## src/rtl/aperture_regs.sv

```systemverilog
// aperture_regs: descriptor register file and page_map commit sequencer for the $D6xx aperture window
`ifndef OP_NONE
`define OP_NONE  2'd0
`endif
`ifndef OP_SET
`define OP_SET   2'd1
`endif
`ifndef OP_CLEAR
`define OP_CLEAR 2'd2
`endif

module aperture_regs #(
   parameter int NUM_AP      = 8,
   parameter int ACK_TIMEOUT = 255
) (
   input  logic              clk200_i,
   input  logic              a8_rst_n_i,
   input  logic              wr_strobe_i,
   input  logic [7:0]        wr_addr_i,
   input  logic [7:0]        wr_data_i,
   input  logic [7:0]        rd_addr_i,
   output logic [7:0]        rd_data_o,
   output logic [1:0]        map_op_o,
   output logic [7:0]        map_from_o,
   output logic [7:0]        map_size_o,
   input  logic              map_valid_i,
   output logic              busy_o,
   output logic [NUM_AP-1:0] ap_enable_o,
   output logic              ack_err_o
);
   localparam int KW    = (NUM_AP > 1) ? $clog2(NUM_AP) : 1;
   localparam int AW    = KW + 4;
   localparam int DEPTH = NUM_AP * 16;
   localparam int TW    = $clog2(ACK_TIMEOUT + 1);

   typedef enum logic [2:0] {IDLE, CLR, CLR_W, SET_CHK, SET, SET_W} state_e;

   logic [7:0]        desc_q [DEPTH];
   logic [7:0]        rd_data_q;
   logic [NUM_AP-1:0] pending_q, pending_d;
   state_e            state_q, state_d;
   logic [KW-1:0]     cur_q, cur_d, sel_k;
   logic              new_en_q, new_en_d;
   logic [7:0]        new_from_q, new_from_d, new_size_q, new_size_d;
   logic [NUM_AP-1:0] act_en_q, act_en_d;
   logic [7:0]        act_from_q [NUM_AP];
   logic [7:0]        act_from_d [NUM_AP];
   logic [7:0]        act_size_q [NUM_AP];
   logic [7:0]        act_size_d [NUM_AP];
   logic [TW-1:0]     tmr_q, tmr_d;
   logic              ack_err_q, ack_err_d;
   logic              wr_hit, ctrl_hit, ack_ok, wait_tout, wait_done;
   logic [8:0]        room;
   logic [7:0]        sel_from, sel_size;

   assign wr_hit      = wr_strobe_i && (int'(wr_addr_i) < DEPTH);
   assign ctrl_hit    = wr_hit && (wr_addr_i[3:0] == 4'hF);
   assign rd_data_o   = rd_data_q;
   assign busy_o      = (state_q != IDLE) || (|pending_q);
   assign ap_enable_o = act_en_q;
   assign ack_err_o   = ack_err_q;

   // Descriptor bytes and registered readback; a same-cycle write is seen on the next read
   always_ff @(posedge clk200_i) begin
      if (!a8_rst_n_i) begin
         for (int i = 0; i < DEPTH; i++) desc_q[i] <= '0;
         rd_data_q <= '0;
      end else begin
         if (wr_hit) desc_q[wr_addr_i[AW-1:0]] <= wr_data_i;
         rd_data_q <= (int'(rd_addr_i) < DEPTH) ? desc_q[rd_addr_i[AW-1:0]] : '0;
      end
   end

   // Commit sequencer: pick lowest pending aperture, clear its old range, then map the new one
   always_comb begin
      sel_k = '0;
      for (int i = NUM_AP - 1; i >= 0; i--)
         if (pending_q[i]) sel_k = KW'(i);
      sel_from   = desc_q[{sel_k, 4'h4}];
      sel_size   = desc_q[{sel_k, 4'h5}];
      room       = 9'd256 - {1'b0, sel_from};
      ack_ok     = (tmr_q != '0) && map_valid_i;
      wait_tout  = !ack_ok && (tmr_q == TW'(ACK_TIMEOUT - 1));
      wait_done  = ack_ok || wait_tout;
      state_d    = state_q;
      pending_d  = pending_q;
      cur_d      = cur_q;
      new_en_d   = new_en_q;
      new_from_d = new_from_q;
      new_size_d = new_size_q;
      act_en_d   = act_en_q;
      act_from_d = act_from_q;
      act_size_d = act_size_q;
      tmr_d      = '0;
      ack_err_d  = ack_err_q;
      map_op_o   = `OP_NONE;
      map_from_o = '0;
      map_size_o = '0;
      case (state_q)
         IDLE: if (|pending_q) begin
            pending_d[sel_k] = 1'b0;
            cur_d            = sel_k;
            new_en_d         = desc_q[{sel_k, 4'hF}][0];
            new_from_d       = sel_from;
            new_size_d       = ({1'b0, sel_size} > room) ? room[7:0] : sel_size;
            state_d          = (act_en_q[sel_k] && act_size_q[sel_k] != '0) ? CLR : SET_CHK;
         end
         CLR: begin
            map_op_o   = `OP_CLEAR;
            map_from_o = act_from_q[cur_q];
            map_size_o = act_size_q[cur_q];
            state_d    = CLR_W;
         end
         CLR_W, SET_W: begin
            tmr_d = tmr_q + TW'(1);
            if (wait_done) begin
               tmr_d     = '0;
               ack_err_d = ack_err_q | wait_tout;
               state_d   = (state_q == CLR_W) ? SET_CHK : IDLE;
               if (state_q == SET_W) begin
                  act_en_d[cur_q]   = 1'b1;
                  act_from_d[cur_q] = new_from_q;
                  act_size_d[cur_q] = new_size_q;
               end
            end
         end
         SET_CHK: if (new_en_q && new_size_q != '0) state_d = SET;
         else begin
            act_en_d[cur_q]   = 1'b0;
            act_size_d[cur_q] = '0;
            state_d           = IDLE;
         end
         SET: begin
            map_op_o   = `OP_SET;
            map_from_o = new_from_q;
            map_size_o = new_size_q;
            state_d    = SET_W;
         end
         default: state_d = IDLE;
      endcase
      if (ctrl_hit) pending_d[wr_addr_i[AW-1:4]] = 1'b1;
   end

   // Sequencer state, snapshot and committed mapping; reset abandons any op in flight
   always_ff @(posedge clk200_i) begin
      if (!a8_rst_n_i) begin
         state_q    <= IDLE;
         pending_q  <= '0;
         cur_q      <= '0;
         new_en_q   <= 1'b0;
         new_from_q <= '0;
         new_size_q <= '0;
         act_en_q   <= '0;
         act_from_q <= '{default: '0};
         act_size_q <= '{default: '0};
         tmr_q      <= '0;
         ack_err_q  <= 1'b0;
      end else begin
         state_q    <= state_d;
         pending_q  <= pending_d;
         cur_q      <= cur_d;
         new_en_q   <= new_en_d;
         new_from_q <= new_from_d;
         new_size_q <= new_size_d;
         act_en_q   <= act_en_d;
         act_from_q <= act_from_d;
         act_size_q <= act_size_d;
         tmr_q      <= tmr_d;
         ack_err_q  <= ack_err_d;
      end
   end
endmodule

```

## config.mk

```make
export PLATFORM = sky130hd
export DESIGN_NAME = aperture_regs
export DESIGN_NICKNAME = d
export VERILOG_FILES = /design/src/rtl/aperture_regs.sv
export SDC_FILE = /design/constraint.sdc
export NUM_CORES = 2
export LEC_CHECK = 0
export BUFFER_PORTS_ARGS = -buffer_cell sky130_fd_sc_hd__clkbuf_2
export CAP_MARGIN = 20
export CORE_MARGIN = 3
export CORE_UTILIZATION = 58
export DETAILED_ROUTE_END_ITERATION = 10
export GPL_TIMING_DRIVEN = 0
export PLACE_DENSITY = 0.77
export SLEW_MARGIN = 20
export SYNTH_ARGS = -nofsm -noshare
export SYNTH_HDL_FRONTEND = slang
export SYNTH_SLANG_ARGS = --single-unit
export TNS_END_PERCENT = 20
```

## constraint.sdc

```tcl
create_clock -name clk200_i -period 7.8 [get_ports clk200_i]
set_input_delay 0.39 -clock clk200_i [delete_from_list [all_inputs] [get_ports clk200_i]]
set_output_delay 0.39 -clock clk200_i [all_outputs]
set_load 0.03 [all_outputs]
```

* After elaboration in Yosys (flattened, before gate mapping) *
Memory sizes are Yosys's and may differ from the RTL's. A register that Yosys moved wholly into a read port is not among the register bits.
Cells that the tools add are included.

word-level totals
  logic and storage cells = 151
  bits of input ports = 28
  memory bits (writable) = 1,024
  register bits after elaboration = 175
  memories kept = 1

operators by class
  muxes and demuxes = 57
  order comparisons = 12
  add/subtract/negate cells = 2
  bitwise gates (word level) = 13
  equal/unequal tests = 11
  reduce and logical (&&, ||, !) cells = 31

memory list
  name    depth  width  rd ports  clocked after Yosys merged registers in  write ports  RTL line  source
  desc_q  128    8      4         2                                        128          38        logic [7:0] desc_q [DEPTH];

operators by type and width
  operator                                                            number
  2-to-1 mux 64 bit                                                   3
  bitwise mux 64 bit                                                  2
  one-hot mux 64 bit (2 select lines)                                 1
  2-to-1 mux 8 bit                                                    15
  binary-select mux 8 bit (select 3 bit)                              3
  bitwise AND 64 bit                                                  1
  inverter 64 bit                                                     1
  one-hot mux 8 bit (2 select lines)                                  3
  2-to-1 mux 3 bit                                                    11
  demux 8 bit (select 3 bit)                                          1
  nonzero test 8 bit                                                  3
  bitwise AND 8 bit                                                   2
  less-than comparator 8 bit (second input constant)                  2
  inverter 8 bit                                                      2
  OR 8 bit                                                            2
  OR reduction 8 bit                                                  2
  one-hot mux 3 bit (5 select lines)                                  1
  less-than comparator 3 x 4 -> 1 bit (second input constant)         3
  logical AND 1 bit                                                   10
  demux 1 bit (select 3 bit)                                          3
  greater-or-equal comparator 3 x 1 -> 1 bit (second input constant)  3
  > comparator 8 x 9 -> 1 bit                                         1
  2-to-1 mux 1 bit                                                    9
  subtractor 9 x 8 -> 9 bit (first input constant)                    1
  other kinds (26)                                                    41

* Longest topological paths before layout *
  word-level depth = 18
  mapped depth = 20
  gate-level depth less buffers = 18

* Worst setup path after synthesis *
Ideal clock, no wire load.

  path type = reg-to-reg
  from = reg pending_q[3]
  to = reg new_size_q[3]
  data required time = 7.738 ns
  stages on the path, launching flop included = 21
  data arrival time = 3.937 ns
  setup slack = 3.801 ns
  path buffers = 2
  cells stage by stage = dfxtp_1 buf_4 nor4_2 and2_1 buf_2 nand2_1 mux2i_1 a211oi_4 ha_1 and2_0 o211a_1 nand2_1 xor2_1 ha_1 o21ai_0 a21oi_1 o211ai_1 a21oi_1 o21ai_4 or3_1 nand3_1

between the ends
  longest elaborated chain between the ends = 8
  elaborated cells between the ends (all ways) = 10

RTL lines
  element                         RTL line  source
  from (decl)                     40        logic [NUM_AP-1:0] pending_q, pending_d;
  from (signal assigned)          160       pending_q <= pending_d;
  2-to-1 mux 3 bit (4 in series)  78        if (pending_q[i]) sel_k = KW'(i);
  memory (128 x 8 bit)            n/a
  subtractor 9 x 8 -> 9 bit       81        room = 9'd256 - {1'b0, sel_from};
  > comparator 8 x 9 -> 1 bit     105       new_size_d = ({1'b0, sel_size} > room) ? room[7:0] : sel_size;
  2-to-1 mux 8 bit                105
  to (signal assigned)            164       new_size_q <= new_size_d;
  to (decl)                       44        logic [7:0] new_from_q, new_from_d, new_size_q, new_size_d;

Several ways; a longest one is shown, not always the timed one.
A chain may end at the register's enable or synchronous reset.

* Worst setup path after layout *
Same ends and word-level chain as after synthesis.

==> parameters.txt <==
Parameter                              Value

Run status
  Run status    finished clean

Yosys
  Cell Area, Synth    57100 µm²
  Area contributors post-synth    edfxtp_1 54%, mux4_2 13%, and2_1 11%
  Async set-reset flop share out of synthesis    0
  Warning count from the yosys run    0
  Commonest cells in the netlist    1043 x and2_1, 1024 x edfxtp_1, 336 x mux4_2, 281 x clkbuf_1, 210 x nand2_1
  Post-synth top flop    edfxtp_1
  Cell type contributing the most total cell area after synthesis    edfxtp_1
  Total of flip-flops plus latches after synthesis    1208
  Net count of the mapped netlist    4148
  Top-count cell post-synth    and2_1
  Count of different cell masters after synthesis    77
  Count of mapped cells out of synthesis    4108
  Per-instance average area after synthesis    13.9 µm²
  Sequential element share of the synthesized area    0.603
  Fraction of synthesized cell area taken by the top area cell type    0.539
  Number of synthesized flops with an enable pin    1024

Timing
  Tightest Pin Transition    1390 ps
  Max transition margin    0.0727
  Final critical-path required period    5400 ps
  Share of the clock period used by the worst path after layout    0.693
  Worst hold slack    121 ps
  Number of hold violations in the final report    0
  Max Slew Vio Count    0
  Post-Route Skew    45.7 ps
  Total negative setup slack    0 ps
  Fmax achieved    185 MHz
  Setup-violating endpoint count in the final report    0
  Setup repair after global routing missed its margin    false

Worst setup path
  Critical Path AT    6080 ps
  Maximum fanout count along the critical path    10
  Stages on the worst setup path    17
  Critical path's top delay family    compound AO/OA/AOI/OAI gates
  Start of the worst register-to-register path    pending_q[3]
  Delay of the slowest critical-path stage    890 ps
  Cell count of the worst reg-to-reg path    17
  Critical Path RT    8480 ps
  Kind of capture point of the worst setup path    flop
  Most used cell along the critical path    nor2_1
  Cell Chain, Critical Path    buf_4, inv_2, a221oi_2, buf_2, mux2i_1, nor2_1, a211oi_4, nand4_4, nor2_1, xnor2_1, ha_1, nand4_1, nor2_1, a21oi_1, o21ai_4, or3_1, nand3_1
  Critical path buffer and inverter count    3
  CP endpoint    new_size_q[3]
  Worst reg-to-reg setup slack    2400 ps
  Max stage delay cell, worst path    a221oi_2
  Critical Path Source    pending_q[3]
  Worst flop-to-flop path endpoint    new_size_q[3]
  Worst setup SP type    flop
  Crit path kind    flop to flop

Detailed routing
  Aggregate routed wire length    189 mm
  Routed wire per std cell    33.3 µm
  Number of vias per cell    6.76
  Initial DRC Count    6796
  DRC Markers    0
  Pre-Repair DR Iteration Count    8
  Routed via count    38396
  Number of nets still failing antenna checks after routing    0

Layout
  Post-layout nets    4328
  Share of layout cells above drive strength 1    0.150
  Final core area utilization    0.649
  Synthesis-to-layout area growth    10.4%
  Fill count    7029

Pwr
  Power Density    231 nW/µm²
  Max rail drop VDD    210 µV
  P_leak    21.2 nW

Global routing
  Met1 usage    0.470
  Met3 Resource Use GR    0.138
  Met2 track demand over resource    0.549
  Number of global-route vias before repair    36962
  Wire length of the first global-routing pass    267 mm
  Total grt overflow    0
  Number of antenna violations at the first check in global routing    14
  Maximum number of pins on one net before global-route repair    18
  Overall track demand over capacity in global routing    0.370
  Layer carrying the most global-route usage    met2

Clock network
  Number of resized instances in the post-cts repair step    0
  Post-CTS repair timing setup buffer count    0
  H-Tree Depth    3
  Maximum clock insertion buffer count    3
  Number of sinks driven by the clock tree    1208
  Clock transition at the registers of the reported paths    60 ps
  Clock Tree Root    clkbuf_16
  Number of buffers added to fix hold violations after cts    0
  Clock tree from TritonCTS    done
  CTS buffer count    121
  Clock insertion delay at the later pin of the skew report    750 ps

Die
  Starting density of the core    0.588
  Floorplan die area    102000 µm²
  Placement row count    114
  Die Wd    320 µm
  Core Footprint    97100 µm²
  Y dimension of the die    320 µm
  Number of top-level pins    64

Place
  # port buffers    47
  Final HPWL DP    136 mm
  Gp weighted congestion    1.04

Flow run
  Max-cap violations    0

Min path
  Tightest Hold Check Type    primary input to flop
  Min-delay src    wr_addr_i[6]
sequential cells by signal, indices dropped and copies added (netlist names), named ones only:
signal      cells
new_from_q      8
rd_data_o       8
act_from_q     64
act_size_q     64
cur_q           3
desc_q       1024
state_q         3
pending_q       8
new_size_q      8
tmr_q           8
ack_err_o       1
new_en_q        1
worst min-delay path by stage:
stage,end,depth (start not counted)
final,pending_q[0],4
after global routing,pending_q[0],4
after CTS,pending_q[0],4
after detailed placement,act_from_q[23],2
after global placement,act_from_q[23],2
after floorplan,act_from_q[23],2
worst min-delay path, stage by stage:
cell and delay (ps):
clkbuf_2 160, nor3_1 80, a21oi_1 130, nor2b_1 60
metal layers:
layer,share of wire,routed length (µm)
met1,0.34,63700
met2,0.44,83100
met3,0.15,28200
met4,0.075,14100
met5,0.00028,53
kinds of logic (layout without fill, tap and decap cells):
| group | count (synthesis) | count (layout) | share of synthesized area |
|---|---|---|---|
| fa+ha+maj | 12 | 12 | 0.00263 |
| flops | 1208 | 1208 | 0.603 |
| xor+xnor | 12 | 12 | 0.00184 |
| simple gates | 1658 | 1658 | 0.165 |
| other cells | 0 | 15 | 0 |
| buf+inv | 344 | 627 | 0.0232 |
| mux | 472 | 472 | 0.157 |
| compound gates | 402 | 402 | 0.0477 |
where the power goes:
group,switching (mW),internal [mW]
registers,0.118,7.27
clock network,2.60,3.28
logic,0.842,0.436
total,3.56,11.0
through the flow:
stage	worst slack (ps)	cell area, µm²	power [mW]	std cells
after floorplan	3800	57100	8.18	4108
after global placement	2390	58900	8.70	5431
after CTS	2620	63000	14.5	5665
final	2400	63100	14.5	5682
after global routing	2320	63000	14.8	5668
after detailed placement	2640	59100	8.73	5439
cell usage in the layout (no fill, tap or decap), types with 40 or more instances in the layout:
cell       Yosys  final
nand2_1      210    210
o21ai_1        3    121
mux4_2       336    336
dfxtp_1      184    184
clkbuf_1     281    278
clkbuf_2       0     83
a22oi_1       68     68
edfxtp_1    1024   1024
o21ai_0      158     40
nor2b_1       94     94
and2_1      1043   1043
clkbuf_16      0    121
a21boi_0      53     53
nor2_1       180    179
mux2i_1      121    121
final cells by class:
class,instances,area (µm²),share of cell area
clock inverter,74,759,0.0120
sequential,1208,34400,0.546
multi-input combinational,2556,21400,0.339
inverter,9,33.8,0.000536
tap,1276,1600,0.0253
clock buffer,152,3160,0.0502
antenna,15,37.5,0.000595
buffer,335,1340,0.0213
timing repair buffer,57,310,0.00492
(Power assumes the default switching activity.)
